### src/rtl/cpu_sequencer.sv
// cpu_sequencer: top-level control unit of the 8-bit accumulator CPU.
// Owns PC, AR, IR, AC, DR and E. It steps the fetch / decode / indirect /
// execute sequence with a 3-bit sequence counter. It drives the external
// memory and ALU ports.
//
// state | meaning
// IDLE  | after reset; SC held at 0, waiting for a start pulse
// RUN   | executing instructions, SC stepping T0..T5
// HALT  | HLT executed; registers frozen until the next start pulse
module cpu_sequencer #(
    parameter int ADDR_W = 4,
    parameter int DATA_W = 8
) (
    input  logic              CLK,
    input  logic              RST,
    input  logic              start,
    output logic [ADDR_W-1:0] mem_addr,
    input  logic [DATA_W-1:0] mem_rdata,
    output logic [DATA_W-1:0] mem_wdata,
    output logic              mem_we,
    output logic [2:0]        alu_sel,
    output logic [DATA_W-1:0] alu_ac,
    output logic [DATA_W-1:0] alu_dr,
    input  logic [DATA_W-1:0] alu_result,
    input  logic              alu_cout,
    output logic [DATA_W-1:0] ac,
    output logic [ADDR_W-1:0] pc,
    output logic              e_flag,
    output logic [2:0]        sc,
    output logic              halted
);

    localparam logic [1:0] ST_IDLE = 2'd0;
    localparam logic [1:0] ST_RUN  = 2'd1;
    localparam logic [1:0] ST_HALT = 2'd2;

    localparam logic [2:0] OP_ADD = 3'b000;
    localparam logic [2:0] OP_SUB = 3'b001;
    localparam logic [2:0] OP_XOR = 3'b010;
    localparam logic [2:0] OP_SHL = 3'b011;
    localparam logic [2:0] OP_LDA = 3'b100;
    localparam logic [2:0] OP_STA = 3'b101;
    localparam logic [2:0] OP_CMA = 3'b110;
    localparam logic [2:0] OP_HLT = 3'b111;

    logic [1:0]        state;
    logic [ADDR_W-1:0] pc_r;
    logic [ADDR_W-1:0] ar_r;
    logic [DATA_W-1:0] ir_r;
    logic [DATA_W-1:0] ac_r;
    logic [DATA_W-1:0] dr_r;
    logic              e_r;
    logic [2:0]        sc_r;
    logic [2:0]        opcode;

    assign opcode    = ir_r[6:4];

    assign mem_addr  = ar_r;
    assign mem_wdata = ac_r;
    assign alu_sel   = opcode;
    assign alu_ac    = ac_r;
    assign alu_dr    = dr_r;
    assign ac        = ac_r;
    assign pc        = pc_r;
    assign e_flag    = e_r;
    assign sc        = sc_r;
    assign halted    = (state == ST_HALT);

    // Write strobe only in STA T4; gated by RST so a reset landing on that edge never writes.
    assign mem_we = (state == ST_RUN) && (sc_r == 3'd4) && (opcode == OP_STA) && !RST;

    // Top FSM and per-step register transfers; RST overrides everything.
    always_ff @(posedge CLK) begin
        if (RST) begin
            state <= ST_IDLE;
            pc_r  <= '0;
            ar_r  <= '0;
            ir_r  <= '0;
            ac_r  <= '0;
            dr_r  <= '0;
            e_r   <= 1'b0;
            sc_r  <= 3'd0;
        end else begin
            case (state)
                ST_IDLE, ST_HALT: begin
                    sc_r <= 3'd0;
                    if (start) begin
                        state <= ST_RUN;
                    end
                end
                ST_RUN: begin
                    sc_r <= sc_r + 3'd1;
                    case (sc_r)
                        3'd0: ar_r <= pc_r;
                        3'd1: begin
                            ir_r <= mem_rdata;
                            pc_r <= pc_r + ADDR_W'(1);
                        end
                        3'd2: ar_r <= ir_r[ADDR_W-1:0];
                        3'd3: begin
                            if (ir_r[7]) begin
                                ar_r <= mem_rdata[ADDR_W-1:0];
                            end
                        end
                        3'd4: begin
                            case (opcode)
                                OP_ADD, OP_SUB, OP_XOR, OP_LDA: dr_r <= mem_rdata;
                                OP_STA: sc_r <= 3'd0;
                                OP_SHL: begin
                                    ac_r <= alu_result;
                                    e_r  <= alu_cout;
                                    sc_r <= 3'd0;
                                end
                                OP_CMA: begin
                                    ac_r <= alu_result;
                                    sc_r <= 3'd0;
                                end
                                OP_HLT: begin
                                    state <= ST_HALT;
                                    sc_r  <= 3'd0;
                                end
                            endcase
                        end
                        3'd5: begin
                            case (opcode)
                                OP_ADD, OP_SUB: begin
                                    ac_r <= alu_result;
                                    e_r  <= alu_cout;
                                end
                                OP_XOR: ac_r <= alu_result;
                                OP_LDA: ac_r <= dr_r;
                                default: ;
                            endcase
                            sc_r <= 3'd0;
                        end
                        default: sc_r <= 3'd0;
                    endcase
                end
                default: begin
                    state <= ST_IDLE;
                    sc_r  <= 3'd0;
                end
            endcase
        end
    end

endmodule

### config.mk
export PLATFORM = sky130hd
export DESIGN_NAME = cpu_sequencer
export DESIGN_NICKNAME = d
export VERILOG_FILES = /design/src/rtl/cpu_sequencer.sv
export SDC_FILE = /design/constraint.sdc
export NUM_CORES = 1
export LEC_CHECK = 0
export BUFFER_PORTS_ARGS = -buffer_cell sky130_fd_sc_hd__buf_4
export CAP_MARGIN = 20
export CORE_ASPECT_RATIO = 0.5
export CORE_MARGIN = 3
export CORE_UTILIZATION = 45
export DETAILED_ROUTE_END_ITERATION = 6
export GPL_TIMING_DRIVEN = 0
export PLACE_DENSITY = 0.75
export SYNTH_ARGS = -nofsm -noshare
export SYNTH_HDL_FRONTEND = slang
export SYNTH_SLANG_ARGS = --single-unit
### constraint.sdc
create_clock -name CLK -period 1.6 [get_ports CLK]
set_input_delay 0.08 -clock CLK [delete_from_list [all_inputs] [get_ports CLK]]
set_output_delay 0.08 -clock CLK [all_outputs]
set_load 0.005 [all_outputs]
==> run_results.csv, run 1 <==
group,metric,value,unit
floorplanning,dieHeight,53.7,µm
drt,finalWirelength,5920,µm
clock_tree,worstSkewPairLatency,280,ps
clock_tree,clk_root_buffer_cell,"clkbuf_8",
drt,m1WireLength,2540,µm
global_routing,grt_first_pass_wirelength,9050,µm
synth,synth_enable_flop_cells,0,
power_and_ir_drop,power.density,625,nW/µm²
timing,finalHoldViolCount,0,
clock_tree,hold_buffers,0,
synth,post_syn_nets,257,
clock_tree,cts_buffers,5,
drt,route.detailed.vias_per_inst,5.38,
synth,asyncSetResetFlopFracSynth,0,%
global_routing,first_global_vias,1862,
setup_path,timing.rr.start,"ir_r[5]",
synth,netlist-cell-type-count,44,
floorplanning,chipWidth,101,µm
setup_path,critical_path_depth,4,
finish,share_of_layout_cells_above_drive_strength_1,53.1,%
setup_path,timing.critical_path.slowest_cell_delay,590,ps
clock_tree,cts_num_sinks,38,
floorplanning,fp.dieArea,5440,µm²
job,max_cap_violations,0,
place,io_buffers,67,
finish,most-common-layout-cells,"buf_4 (99), dfxtp_1 (32), nand2_1 (25)",
timing,grt_setup_unrepaired,"yes",
floorplanning,io_pins,69,
synth,total_number_of_yosys_warnings,0,
setup_path,worstSetupEndpointType,"flip-flop",
floorplanning,core_area,4120,µm²
power_and_ir_drop,worst_case_vdd_ir_drop,465,µV
place,gp_congestion,0.871,
timing,final_min_period_over_clock_period,104,%
min_path,min_from,"alu_cout",
outcome,status,"finished with violations",
finish,layoutNonFillerInstCount,374,
timing,fin_ws,-71.3,ps
floorplanning,row_cnt,16,
drt,final_antenna_net_count,0,
finish,layout.filler_cells,301,
synth,post_synth.cell_area_avg,8.86,µm²
timing,post-route-min-period,1670,ps
synth,synthesis.area,2050,µm²
outcome,failed_checks,"negative setup slack",
drt,wl_met3,632,µm
setup_path,timing.critical_path.required,1750,ps
timing,tightest_slew,549,ps
global_routing,grt.total_usage,21.3,%
drt,wire_per_inst,15.8,µm
place,place.detailed.instances,352,
setup_path,critPathLaunch,"ir_r[5]",
setup_path,cp-start-kind,"flip-flop",
place,dp.final_hpwl,4100,µm
clock_tree,cts_max_level,2,
drt,detailroute.wirelength.met2,2720,µm
setup_path,kind_of_critical_path,"reg -> reg",
finish,layout_commonest_cell,"buf_4",
timing,setup_viol_count_final,10,
min_path,cell_depth_of_the_worst_hold_path,3,
timing,max_freq,598,MHz
clock_tree,cts-root-to-sink-buffers,2,
synth,synthFlopType,"dfxtp_1",
setup_path,crit_chain,"or2_4, or4_4, mux2i_1, a211oi_2",
drt,maxUsedRoutingLayer,"met4",
finish,layout.nets,345,
min_path,hp-class,"in -> reg",
setup_path,r2r_cells,4,
drt,drtIter0Drc,101,
timing,drv_slew,0,
setup_path,worst-path-buf-inv,0,
drt,drt_pre_antenna_iters,4,
clock_tree,clkTransAtPathRegs,80,ps
synth,netlist_instances,231,
finish,area_added_between_synthesis_and_finish,47.7,%
drt,count_of_vias_placed_by_the_detailed_router,2012,
drt,drc_errors,0,
power_and_ir_drop,design_power_total,0.00189,W
power_and_ir_drop,static-leakage-power,1.25,nW
clock_tree,tritoncts,"done",
finish,antenna_cells_inserted,0,
global_routing,grt.overflow.total,0,
timing,clock_skew,3.56,ps
setup_path,critical-path-top-delay-family,"simple AND/OR/NAND/NOR gates",
synth,synth-seq-area-share,37.2,%
synth,ys_ff_latch,38,
floorplanning,start_util,49.6,%
setup_path,cp.arrival,1830,ps
global_routing,grt_start_max_net_pins,12,
setup_path,crit_slowest_cell,"or4_4",
timing,max_slew_margin,63.4,%
global_routing,antenna_found_initial,0,
setup_path,critical_path_peak_fanout,8,
## power by group
| part | total [W] | leakage [nW] | internal, W | switching, W |
|---|---|---|---|---|
| Sequential | 0.000977 | 0.311 | 0.000961 | 0.0000163 |
| Clock | 0.000682 | 0.0482 | 0.000348 | 0.000334 |
| Combinational | 0.000229 | 0.890 | 0.000111 | 0.000118 |
## per-stage QoR
step / instance area (µm²) / setup WS (ps) / setup TNS (ps) / utilization [%] / hold slack, ps
finish: 3020 / -71.3 / -360 / 73.3 / 27.6
global route: 3020 / -119 / -1450 / 73.3 / 38.8
CTS: 2910 / -73.5 / -159 / 70.6 / 25.7
detailed placement: 2640 / -241 / -5140 / 64.0 / 324
global placement: 2640 / -190 / -3210 / 64.0 / 310
floorplan: 2070 / -27.7 / -54.1 / - / 216
## state kept, by name, summed over array words and instances (netlist names)
signal,count
ac,8
ir_r,8
state,2
e_flag,1
pc,4
alu_dr,8
sc,3
mem_addr,4
## metal layers
| layer | vias to the layer above | GRT usage (%) |
|---|---|---|
| li1 | 968 | - |
| met1 | 963 | 27.0 |
| met2 | 77 | 36.1 |
| met3 | 4 | 6.21 |
| met4 | 0 | 5.74 |
| met5 | - | 0 |
## path summary, 6_finish.rpt
path / endpoint / slack [ps]
setup / recovery: ac[1] / -70
hold / removal: e_flag / 30
setup reg to reg: ac[1] / -70
hold reg to reg: ir_r[0] / 470
## what timing repair did
action / CTS / global route
endpoints found under the setup margin: 37 / 36
resized for setup: 22 / 27
gates cloned: 1 / 1
pin swaps: 11 / 20
buffers inserted: 12 / 5
## tightest hold or removal path, cell delays in order
cell and delay [ps]:
buf_4 70, mux2i_1 50, nor2_1 80
## cell usage after synthesis (6+ instances only)
cell type | number | area (µm²)
dfxtp_1 | 38 | 761
nand2_1 | 25 | 93.8
a21oi_1 | 24 | 120
buf_4 | 21 | 158
nor2_1 | 20 | 75.1
mux2i_1 | 11 | 110
a21oi_2 | 7 | 61.3
inv_1 | 7 | 26.3
nand4_1 | 7 | 43.8
clkbuf_1 | 6 | 22.5
ha_1 | 6 | 75.1
o21ai_0 | 6 | 30.0
## cells by family after synthesis
logic type,share of synthesized area (%)
XOR/XNOR,1.71
AND/OR/NAND/NOR,17.9
multiplexers,5.38
adder cells (fa/ha/maj),4.22
AO/OA/AOI/OAI,19.9
flip-flops,37.2
buffers and inverters,13.7
## cell type report
cell class / count / area, µm² / share of cell area [%]
plain buffers: 30 / 238 / 7.86
clock buffers: 7 / 86.3 / 2.86
clock inverters: 1 / 5.00 / 0.166
inverters: 8 / 32.5 / 1.08
multi-input cells: 151 / 1160 / 38.3
flip-flops and latches: 38 / 773 / 25.6
well taps: 54 / 67.6 / 2.24
repair buffers: 85 / 663 / 21.9
Power figures use the tool's default switching activity.
==> run 2: changes to the inputs <==
--- a/config.mk
+++ b/config.mk
@@ -7,12 +7,14 @@
 export LEC_CHECK = 0
 export BUFFER_PORTS_ARGS = -buffer_cell sky130_fd_sc_hd__buf_4
 export CAP_MARGIN = 20
+export CELL_PAD_IN_SITES_DETAIL_PLACEMENT = 0
+export CELL_PAD_IN_SITES_GLOBAL_PLACEMENT = 1
 export CORE_ASPECT_RATIO = 0.5
 export CORE_MARGIN = 3
-export CORE_UTILIZATION = 45
+export CORE_UTILIZATION = 33
 export DETAILED_ROUTE_END_ITERATION = 6
 export GPL_TIMING_DRIVEN = 0
-export PLACE_DENSITY = 0.75
+export PLACE_DENSITY_LB_ADDON = 0.1
 export SYNTH_ARGS = -nofsm -noshare
 export SYNTH_HDL_FRONTEND = slang
 export SYNTH_SLANG_ARGS = --single-unit
==> run_results.csv, run 2 (synthesized netlist as in run 1, its figures left out) <==
group,metric,value,unit
outcome,status,"finished with violations",
outcome,failed_checks,"negative setup slack",
setup_path,cp.arrival,1770,ps
setup_path,worst-path-buf-inv,2,
finish,layoutNonFillerInstCount,406,
floorplanning,start_util,35.7,%
drt,drt_pre_antenna_iters,4,
clock_tree,tritoncts,"done",
place,dp.final_hpwl,4250,µm
global_routing,grt_first_pass_wirelength,9340,µm
clock_tree,cts_buffers,5,
global_routing,first_global_vias,1835,
finish,layout_commonest_cell,"buf_4",
drt,drc_errors,0,
drt,drtIter0Drc,128,
finish,most-common-layout-cells,"buf_4 (101), dfxtp_1 (32), nand2_1 (24)",
min_path,hp-class,"in -> reg",
clock_tree,cts_max_level,2,
timing,max_slew_margin,62.3,%
floorplanning,io_pins,69,
place,gp_congestion,0.812,
clock_tree,clkTransAtPathRegs,60,ps
global_routing,grt_use_met1,22.4,%
clock_tree,clk_root_buffer_cell,"clkbuf_16",
setup_path,kind_of_critical_path,"reg -> reg",
timing,final_min_period_over_clock_period,101,%
power_and_ir_drop,worst_case_vdd_ir_drop,433,µV
timing,clock_skew,7.86,ps
setup_path,critical_path_peak_fanout,10,
clock_tree,hold_buffers,0,
floorplanning,chipWidth,117,µm
timing,whs,33.0,ps
timing,post-route-min-period,1620,ps
timing,setup_viol_count_final,4,
global_routing,grt_use_met3,4.52,%
global_routing,grt.overflow.total,0,
place,dp_slack,-243,ps
global_routing,gr-max-usage-layer,"met2",
floorplanning,core_area,5730,µm²
clock_tree,worstSkewPairLatency,280,ps
timing,tightest_slew,565,ps
power_and_ir_drop,static-leakage-power,1.30,nW
place,io_buffers,67,
global_routing,grt.total_usage,16.4,%
clock_tree,cts-root-to-sink-buffers,2,
global_routing,globalRouteMet2Util,26.2,%
finish,layout.nets,347,
setup_path,crit_chain,"buf_6, inv_2, or4_4, mux2i_1, a211oi_2",
finish,utilization_after_layout,54.6,%
finish,area_added_between_synthesis_and_finish,52.8,%
global_routing,antenna_found_initial,0,
timing,max_freq,617,MHz
timing,finalHoldViolCount,0,
drt,wire_per_inst,14.4,µm
global_routing,grt_start_max_net_pins,13,
drt,route.detailed.vias_per_inst,4.76,
timing,drv_slew,0,
floorplanning,fp.dieArea,7240,µm²
job,max_cap_violations,0,
setup_path,timing.critical_path.required,1750,ps
timing,grt_setup_unrepaired,"yes",
floorplanning,dieHeight,61.7,µm
setup_path,worstSetupEndpointType,"flip-flop",
timing,final.setup.tns,-49.3,ps
finish,share_of_layout_cells_above_drive_strength_1,54.0,%
setup_path,timing.critical_path.slowest_cell_delay,630,ps
setup_path,cp-start-kind,"flip-flop",
drt,finalWirelength,5870,µm
place,place.detailed.instances,382,
finish,antenna_cells_inserted,0,
drt,final_antenna_net_count,0,
clock_tree,cts_num_sinks,38,
timing,fin_ws,-20.5,ps
power_and_ir_drop,power.density,709,nW/µm²
setup_path,critical-path-top-delay-family,"simple AND/OR/NAND/NOR gates",
setup_path,crit_slowest_cell,"or4_4",
floorplanning,row_cnt,19,
drt,count_of_vias_placed_by_the_detailed_router,1934,
==> run 2: changes by cell type in the layout (fill, tap and decap cells not counted), moves of 3 or more <==
cell | before | now
clkbuf_16 | 0 | 5
a21oi_1 | 21 | 18
clkbuf_8 | 7 | 2
nor2_2 | 0 | 3
==> run 2: final timing paths <==
check / startpoint / slack, ps / end / cells after the start
max: ir_r[6] / -20 / ac[2] / 5
min: alu_cout / 30 / e_flag / 3
max reg2reg: ir_r[6] / -20 / ac[2] / 5
min reg2reg: ir_r[3] / 460 / ir_r[3] / 2
==> run 2: routing by layer <==
layer / up-vias / share of wire, %
met5: - / 0
met4: 0 / 0.49
met3: 6 / 6.2
met1: 890 / 52
met2: 69 / 42
li1: 969 / -
==> run 2: timing repair <==
item / in CTS / in global routing
gates cloned: 1 / 0
buffers inserted: 14 / 7
pin swaps: 17 / 19
resized for setup: 24 / 26
endpoints found under the setup margin: 37 / 34
==> run 2: tightest hold or removal path: stages <==
cell	delay [ps]
buf_4	80
mux2i_1	50
nor2_1	70
==> run 2: through the flow <==
stage	total power (W)	cell area, µm²
floorplan	0.00109	2070
global placement	0.00118	2680
detailed placement	0.00118	2680
CTS	0.00222	3020
global route	0.00231	3130
finish	0.00222	3130
==> run 2: area by class of cell <==
cell class	count	area (µm²)
Fill cell	524	2600
Multi-Input combinational cell	151	1140
Sequential cell	38	776
Timing Repair Buffer	88	699
Buffer	29	224
Clock buffer	6	139
Tap cell	84	105
Inverter	8	30.0
Clock inverter	2	12.5
==> run 2: power breakdown <==
part / switching [W] / leakage (nW) / internal (W)
Sequential: 0.0000157 / 0.311 / 0.000960
Combinational: 0.000114 / 0.911 / 0.000115
Clock: 0.000397 / 0.0729 / 0.000617
Total: 0.000526 / 1.30 / 0.00169
==> run 3: changes to the inputs <==
--- a/config.mk
+++ b/config.mk
@@ -11,9 +11,11 @@
 export CELL_PAD_IN_SITES_GLOBAL_PLACEMENT = 1
 export CORE_ASPECT_RATIO = 0.5
 export CORE_MARGIN = 3
-export CORE_UTILIZATION = 33
+export CORE_UTILIZATION = 39
 export DETAILED_ROUTE_END_ITERATION = 6
+export GPL_ROUTABILITY_DRIVEN = 0
 export GPL_TIMING_DRIVEN = 0
+export HOLD_SLACK_MARGIN = 0.08
 export PLACE_DENSITY_LB_ADDON = 0.1
 export SYNTH_ARGS = -nofsm -noshare
 export SYNTH_HDL_FRONTEND = slang
==> constraint.sdc (replaced) <==
create_clock -name CLK -period 2.1 [get_ports CLK]
set_input_delay 0.105 -clock CLK [delete_from_list [all_inputs] [get_ports CLK]]
set_output_delay 0.105 -clock CLK [all_outputs]
set_load 0.005 [all_outputs]
==> run_results.csv, run 3 (synthesized netlist as in run 1, its figures left out) <==
group,metric,value,unit
outcome,status,"completed",
drt,route.detailed.vias_per_inst,4.96,
setup_path,crit_reg_reg_endpoint,"mem_addr[2]",
drt,count_of_vias_placed_by_the_detailed_router,1884,
timing,finalHoldViolCount,0,
finish,layout_commonest_cell,"buf_4",
drt,drtIter0Drc,123,
floorplanning,dieHeight,57.2,µm
setup_path,timing.critical_path.required,2270,ps
timing,clock_skew,4.77,ps
timing,drv_slew,0,
setup_path,r2r_cells,6,
finish,area.sequential,761,µm²
power_and_ir_drop,power.density,531,nW/µm²
clock_tree,worstSkewPairLatency,290,ps
clock_tree,post-cts-setup-buffers,0,
setup_path,kind_of_critical_path,"reg -> reg",
timing,grt_setup_unrepaired,"no",
setup_path,timing.rr.start,"sc[2]",
setup_path,reg2reg_setup_slack,190,ps
min_path,min_from,"mem_rdata[0]",
power_and_ir_drop,worst_case_vdd_ir_drop,318,µV
drt,final_antenna_net_count,0,
global_routing,grt_use_met1,25.3,%
setup_path,cp-start-kind,"flip-flop",
timing,final_min_period_over_clock_period,91.0,%
setup_path,worst-path-buf-inv,2,
drt,drc_errors,0,
timing,max_slew_margin,55.7,%
clock_tree,clkTransAtPathRegs,80,ps
place,io_buffers,67,
global_routing,gr-max-usage-layer,"met2",
floorplanning,start_util,43.3,%
timing,final.setup.tns,0,ps
timing,whs,82.5,ps
finish,multi_input_comb_area,1010,µm²
finish,layout.filler_cells,426,
drt,finalWirelength,5340,µm
finish,share_of_layout_cells_above_drive_strength_1,38.2,%
min_path,cell_depth_of_the_worst_hold_path,3,
job,max_cap_violations,0,
clock_tree,cts_buffers,5,
setup_path,timing.critical_path.slowest_cell_delay,450,ps
power_and_ir_drop,design_power_total,0.00150,W
power_and_ir_drop,static-leakage-power,1.18,nW
timing,setup_viol_count_final,0,
setup_path,critical-path-top-delay-family,"compound AO/OA/AOI/OAI gates",
timing,max_freq,523,MHz
floorplanning,core_area,4720,µm²
global_routing,grt_start_max_net_pins,12,
global_routing,first_global_vias,1723,
min_path,worst_hold_path.endpoint,"alu_dr[0]",
min_path,hp-class,"in -> reg",
global_routing,grt_use_met3,4.97,%
setup_path,cp.arrival,2080,ps
finish,area_added_between_synthesis_and_finish,38.0,%
global_routing,grt.overflow.total,0,
clock_tree,clk_root_buffer_cell,"clkbuf_8",
floorplanning,chipWidth,108,µm
global_routing,grt_first_pass_wirelength,8400,µm
finish,most-common-layout-cells,"buf_4 (88), dfxtp_1 (38), nand2_1 (25)",
global_routing,antenna_found_initial,0,
clock_tree,cts-root-to-sink-buffers,2,
finish,utilization_after_layout,59.8,%
clock_tree,cts_num_sinks,38,
clock_tree,tritoncts,"done",
setup_path,critical_path_peak_fanout,8,
setup_path,crit_chain,"inv_1, ha_1, clkbuf_1, o31ai_2, and2_1, a311oi_1",
clock_tree,cts_max_level,2,
drt,drt_pre_antenna_iters,4,
setup_path,crit_slowest_cell,"o31ai_2",
floorplanning,row_cnt,17,
place,dp.final_hpwl,4080,µm
timing,tightest_slew,656,ps
finish,layout.nets,339,
floorplanning,fp.dieArea,6210,µm²
global_routing,grt.total_usage,17.5,%
floorplanning,io_pins,69,
setup_path,worstSetupEndpointType,"flip-flop",
drt,wire_per_inst,14.0,µm
timing,post-route-min-period,1910,ps
finish,antenna_cells_inserted,0,
global_routing,globalRouteMet2Util,25.8,%
[run 3: changes by cell type in the layout (fill, tap and decap cells not counted), sizes merged]
cell / previous run / this run
clkbuf: 10 / 14
bufinv: 0 / 1
buf: 112 / 93
dlygate4sd3: 0 / 8
clkinv: 1 / 0
clkinvlp: 1 / 0
[run 3: worst reg2reg max path, delay by kind of cell (launching register included)]
| family | cells | cell delay (ps) |
|---|---|---|
| DFF | 1 | 430 |
| AOI/OAI and AO/OA | 2 | 550 |
| and+or+nand+nor | 1 | 250 |
| adders and majority gates | 1 | 220 |
| buffers and inverters | 2 | 340 |
[run 3: layer usage]
metal  part of all wire, %  routed length, µm
met1                    51               2700
met2                    40               2150
met3                   8.4                451
met4                  0.81                 43
met5                     0                  0
[run 3: final cells by class]
type / count / area share, %
Clock inverter: 1 / 1.06
Timing Repair Buffer: 75 / 20.6
Inverter: 8 / 1.06
Tap cell: 66 / 2.92
Clock buffer: 7 / 2.70
Sequential cell: 38 / 26.9
Multi-Input combinational cell: 151 / 35.8
Buffer: 34 / 8.86
[run 3: worst max path at each step]
stage          cells past startpoint  slack (ps)  startpoint           to
2_1_floorplan                      6         370       sc[0]  mem_addr[0]
3_3_place_gp                       6         100       sc[2]  mem_addr[2]
3_5_place_dp                       6          80       sc[2]  mem_addr[0]
4_1_cts                            6          50       sc[2]  mem_addr[2]
5_1_grt                            6          20       sc[2]  mem_addr[3]
6_report                           6         190       sc[2]  mem_addr[2]
[run 3: power breakdown]
| group | switching (W) | total (W) | internal (W) | leakage [nW] |
|---|---|---|---|---|
| registers | 0.0000104 | 0.000744 | 0.000733 | 0.307 |
| logic | 0.0000733 | 0.000146 | 0.0000725 | 0.818 |
| clock network | 0.000255 | 0.000611 | 0.000355 | 0.0524 |
[run 3: timing repair]
item | CTS | global route
hold endpoints to repair | 15 | 0
gates resized for setup | 0 | 1
hold buffers | 8 | 0
setup endpoints to repair | 0 | 4
[run 3: metrics by stage]
step           cells  setup slack [ps]  instance area [µm²]
2_1_floorplan    231               372                 2050
3_3_place_gp     364              99.4                 2630
3_5_place_dp     364              80.4                 2630
4_1_cts          380              48.4                 2820
5_1_grt          380              18.2                 2820
6_report         380               189                 2820
